### config.mk
export PLATFORM = sky130hd
export DESIGN_NAME = n_bit1x4_demux_router
export DESIGN_NICKNAME = d
export VERILOG_FILES = /design/src/rtl/demux_router_pkg.sv /design/src/rtl/demux_channel_slot.sv /design/src/rtl/n_bit1x4_demux_router.sv
export SDC_FILE = /design/constraint.sdc
export NUM_CORES = 1
export LEC_CHECK = 0
export ABC_AREA = 1
export BUFFER_PORTS_ARGS = -buffer_cell sky130_fd_sc_hd__buf_2
export CAP_MARGIN = 0
export CORE_ASPECT_RATIO = 1.4
export CORE_UTILIZATION = 50
export CTS_CLUSTER_SIZE = 28
export DETAILED_ROUTE_END_ITERATION = 8
export PLACE_DENSITY = 0.74
export SYNTH_ARGS = -nofsm -noshare
export SYNTH_HDL_FRONTEND = slang
export SYNTH_SLANG_ARGS = --single-unit
### constraint.sdc
create_clock -name CLK -period 1.8 [get_ports CLK]
set_input_delay 0.09 -clock CLK [delete_from_list [all_inputs] [get_ports CLK]]
set_output_delay 0.09 -clock CLK [all_outputs]
set_load 0.02 [all_outputs]
### src/rtl/demux_router_pkg.sv
// -----------------------------------------------------------------------------
// demux_router_pkg
//   Constants shared by the 1x4 demux router and its channel slots.
//   - sel_e      : destination select codes (SEL_A..SEL_D)
//   - NUM_CH     : number of output channels
//   - CNT_W      : width of the per-channel delivery counters
//   - sel_decode : select code -> one-hot channel vector
// -----------------------------------------------------------------------------
package demux_router_pkg;

    localparam int NUM_CH = 4;
    localparam int CNT_W  = 8;

    typedef enum logic [1:0] {
        SEL_A = 2'b00,
        SEL_B = 2'b01,
        SEL_C = 2'b10,
        SEL_D = 2'b11
    } sel_e;

    function automatic logic [NUM_CH-1:0] sel_decode(input logic [1:0] s);
        logic [NUM_CH-1:0] oh;
        oh = '0;
        case (s)
            SEL_A:   oh = 4'b0001;
            SEL_B:   oh = 4'b0010;
            SEL_C:   oh = 4'b0100;
            default: oh = 4'b1000;
        endcase
        return oh;
    endfunction

endpackage

### src/rtl/demux_channel_slot.sv
// -----------------------------------------------------------------------------
// demux_channel_slot
//   One output channel of the router: a one-entry holding register with a
//   valid flag and a wrapping count of words delivered to the sink.
//   Ports:
//     gclk, grst_n : clock, async active-low reset
//     wr_en        : router accepted a word for this channel this cycle
//     wr_data      : the accepted word
//     ready        : sink consumes the held word
//     data, valid  : held word and its valid flag
//     cnt          : number of words delivered (wraps at 2**CNT_W)
// -----------------------------------------------------------------------------
module demux_channel_slot
    import demux_router_pkg::*;
#(
    parameter int n = 8
) (
    input  logic             gclk,
    input  logic             grst_n,
    input  logic             wr_en,
    input  logic [n-1:0]     wr_data,
    input  logic             ready,
    output logic [n-1:0]     data,
    output logic             valid,
    output logic [CNT_W-1:0] cnt
);

    logic drain;

    // READY on an empty slot is ignored.
    assign drain = valid & ready;

    always_ff @(posedge gclk or negedge grst_n) begin
        if (!grst_n) begin
            data  <= '0;
            valid <= 1'b0;
            cnt   <= '0;
        end else begin
            // A write wins over the drain so drain-and-fill keeps valid high.
            if (wr_en) begin
                data  <= wr_data;
                valid <= 1'b1;
            end else if (drain) begin
                valid <= 1'b0;
            end
            cnt <= cnt + CNT_W'(drain);
        end
    end

endmodule

### src/rtl/n_bit1x4_demux_router.sv
// -----------------------------------------------------------------------------
// n_bit1x4_demux_router
//   Routes an n-bit word to one of four single-entry output channels chosen
//   by S, with valid/ready handshakes on both sides.
//   Ports:
//     CLK, RST_N            : clock, async active-low reset
//     DIN, S, IN_VALID      : input word, destination select, input valid
//     IN_READY              : router accepts DIN this cycle
//     A..D, A..D_VALID      : channel word and valid
//     A..D_READY            : channel sink consumes the word
//     A..D_CNT              : per-channel delivered-word counters
// -----------------------------------------------------------------------------
module n_bit1x4_demux_router
    import demux_router_pkg::*;
#(
    parameter int n = 8
) (
    input  logic             CLK,
    input  logic             RST_N,
    input  logic [n-1:0]     DIN,
    input  logic [1:0]       S,
    input  logic             IN_VALID,
    output logic             IN_READY,
    output logic [n-1:0]     A,
    output logic [n-1:0]     B,
    output logic [n-1:0]     C,
    output logic [n-1:0]     D,
    output logic             A_VALID,
    output logic             B_VALID,
    output logic             C_VALID,
    output logic             D_VALID,
    input  logic             A_READY,
    input  logic             B_READY,
    input  logic             C_READY,
    input  logic             D_READY,
    output logic [CNT_W-1:0] A_CNT,
    output logic [CNT_W-1:0] B_CNT,
    output logic [CNT_W-1:0] C_CNT,
    output logic [CNT_W-1:0] D_CNT
);

    logic [NUM_CH-1:0]            ch_ready;
    logic [NUM_CH-1:0]            ch_valid;
    logic [NUM_CH-1:0]            ch_sel;
    logic [NUM_CH-1:0]            wr_en;
    logic [NUM_CH-1:0][n-1:0]     ch_data;
    logic [NUM_CH-1:0][CNT_W-1:0] ch_cnt;

    assign ch_ready = {D_READY, C_READY, B_READY, A_READY};
    assign ch_sel   = sel_decode(S);

    // Accept when the target slot is empty or is being drained this edge.
    assign IN_READY = ~ch_valid[S] | ch_ready[S];

    for (genvar g = 0; g < NUM_CH; g++) begin : g_ch
        assign wr_en[g] = IN_VALID & IN_READY & ch_sel[g];

        demux_channel_slot #(.n(n)) u_slot (
            .gclk    (CLK),
            .grst_n  (RST_N),
            .wr_en   (wr_en[g]),
            .wr_data (DIN),
            .ready   (ch_ready[g]),
            .data    (ch_data[g]),
            .valid   (ch_valid[g]),
            .cnt     (ch_cnt[g])
        );
    end

    assign A       = ch_data[0];
    assign B       = ch_data[1];
    assign C       = ch_data[2];
    assign D       = ch_data[3];
    assign A_VALID = ch_valid[0];
    assign B_VALID = ch_valid[1];
    assign C_VALID = ch_valid[2];
    assign D_VALID = ch_valid[3];
    assign A_CNT   = ch_cnt[0];
    assign B_CNT   = ch_cnt[1];
    assign C_CNT   = ch_cnt[2];
    assign D_CNT   = ch_cnt[3];

endmodule

==> impl_metrics.toml <==
[pwr]
ir_worst_vdd_mv = 0.856
p_leak_nw = 2.02
powerDensity_nw_per_um2 = 1350

[synth]
synth_xor_xnor_area_share_pct = 7.08
ys_seq_elements = 68
synth_warnings = 0
synthCells = 283
netlist.area_leader.share_pct = 57.3
synth-simple-area-share_pct = 26.0
syn_nets = 308
synth_seq_area_share_pct = 57.3
synth_area_um2 = 2970
synth_top_family_by_area = "simple AND/OR/NAND/NOR gates"
yosysTopAreaCell = "dfrtp_1"
synth_compound_area_share_pct = 0.675
synthMuxAreaShare_pct = 0
synth.area.top_cells = "dfrtp_1, nand2_1, nand4_1, xor2_1, ha_1"
netlist-cell-type-count = 25
syn_avg_cell_area_um2 = 10.5
yosys.area_share.adder_pct = 3.37

[sta]
min_period_ps = 1580
tightestPinTransition_ps = 452
max_slew_margin_pct = 69.9
min_period_over_period_pct = 87.5
setup_viol = 0
grt_setup_unrepaired = "no"
slew_violations = 0
fin_skew_ps = 7.07
fin_setup_tns_ps = 0
hold_viol = 0
max_freq_mhz = 635

[clock_network]
post_cts_buffers = 0
htreeDepth = 3
clock_latency_ps = 340
cts.path.max_buffers = 2
clock-root-buffer = "clkbuf_8"
numCtsBuffers = 9
cts_tree = "done"
cts.clk_slew.worst_paths_ps = 70
clock_sinks = 68

[critical_path]
cp_common_cell = "buf_2"
worstPathRequired_ps = 1710
slowest_stage = "dlygate4sd3_1"
critical_path_class = "primary input to primary output"
start_kind = "primary input"
crit_path_max_fanout = 37
path_cells = "dlygate4sd3_1 > buf_2 > nand3_1 > nand2_2 > nor2_4 > nand2_8 > buf_2"
max_stage_delay_ps = 540
end_kind = "primary output"
critPathArrivalTime_ps = 1490

[grt]
grt_max_degree = 69
grt_pass1_wl_um = 10200
track_usage_pct = 22.2
grt_pass1_vias = 2210
overflow = 0
antenna_found_initial = 0

[placement]
place_inst = 429
port-buffer-count = 85
gp_congestion = 0.816
hpwl_um = 4470

[job]
max_cap_viol_count = 0

[layout]
layout.cells.most_common_list = "buf_2, nand2_1, dfrtp_1"
layout_commonest_cell = "buf_2"
final_layout_size_suffix_gt1_share_pct = 30.9
nets = 402
fin_cells = 450
fill_cells = 472
antenna_cells = 0
final_util_pct = 65.5
synthToLayoutAreaGrowth_pct = 23.7
multi_input_area_um2 = 1100
seq_area_um2 = 1700

[route]
avgViaCountPerCell = 5.14
dr.pass1.iters = 4
wl_um = 6170
ant_nets = 0
post-route-drc-count = 0
num_vias = 2311
post_drt_wl_per_cell_um = 13.7
drt-initial-drc-count = 134

[floorplan]
coreArea_um2 = 5610
io_pins = 86
die_width_um = 67.1
initial_utilization_pct = 52.9
die_y_um = 93.2
die_area_um2 = 6250
placementRows = 32

[min_path]
hold_class = "primary input to register"

[run_status]
status = "completed"
==> path summary, 6_finish.rpt <==
check                                 startpoint                     end  slack, ps  cells after the start
setup reg to reg            g_ch[3].u_slot.valid  g_ch[3].u_slot.data[0]        370                      8
max in group asynchronous                  RST_N    g_ch[0].u_slot.valid       1210                      3
hold reg to reg            g_ch[1].u_slot.cnt[7]   g_ch[1].u_slot.cnt[7]        460                      1
hold / removal                            DIN[6]  g_ch[0].u_slot.data[6]         60                      3
min in group asynchronous                  RST_N   g_ch[2].u_slot.cnt[7]        300                      3
setup / recovery                         C_READY                IN_READY        220                      7
==> Yosys cell counts <==
master    count
nand2_1      82
dfrtp_1      68
nand4_1      35
inv_1        17
xor2_1       17
nand3_1      12
ha_1          8
xnor2_1       7
nor2_1        5
nand2_2       4
o21ai_1       4
buf_2         3
buf_8         3
nand3_4       3
nor3_1        3
buf_4         2
nor2_2        2
buf_6         1
clkinv_1      1
inv_2         1
inv_4         1
nand2_8       1
nand3_2       1
nor2_4        1
nor2_8        1
==> critical path: cells and delay by family <==
family | cells | cell delay [ps]
buffers and inverters | 3 | 900
and+or+nand+nor | 4 | 490
==> layer usage <==
metal  vias up  GRT usage, %  share of wire [%]
li1       1129             -                  -
met1      1098          27.7                 42
met2        75          35.5                 50
met3         9          5.73                5.8
met4         0          9.57                1.8
met5         -             0                  0
==> what timing repair did <==
| item | 4_1_cts | 5_1_grt |
|---|---|---|
| resized for setup | 0 | 0 |
| hold buffers | 5 | 0 |
| endpoints found under the setup margin | 0 | 0 |
| endpoints found under the hold margin | 72 | 0 |
==> where the power goes <==
part | internal, mW | total (mW) | leakage, nW | switching [mW]
sequential | 1.93 | 2.23 | 0.835 | 0.301
combinational | 0.497 | 1.50 | 1.09 | 0.998
clock | 0.674 | 1.24 | 0.0983 | 0.565
==> final cells by class <==
type | instances | area share [%]
clock inverter | 6 | 1.74
tap | 68 | 2.32
multi-input combinational | 186 | 30.0
inverter | 20 | 2.11
timing repair buffer | 92 | 13.7
clock buffer | 10 | 3.75
sequential | 68 | 46.4
==> logic make-up after synthesis <==
kind of cell             after synthesis
AO/OA/AOI/OAI                          4
XOR/XNOR                              24
buffers and inverters                 29
flip-flops                            68
AND/OR/NAND/NOR                      150
adder cells (fa/ha/maj)                8
==> per-stage QoR <==
step	setup slack [ps]	hold WS [ps]	power [mW]	area, µm²
4_1_cts	220	42.7	5.04	3670
3_3_place_gp	382	141	3.71	3420
2_1_floorplan	354	-206	3.18	2970
6_report	225	60.5	4.97	3670
3_5_place_dp	362	140	3.77	3420
5_1_grt	107	66.7	5.26	3670
==> sequential cells by signal (all words and copies together) (netlist names) <==
register	cells
g_ch.u_slot.data	32
g_ch.u_slot.valid	4
g_ch.u_slot.cnt	32
No activity file was read; power rests on OpenSTA's default activity.
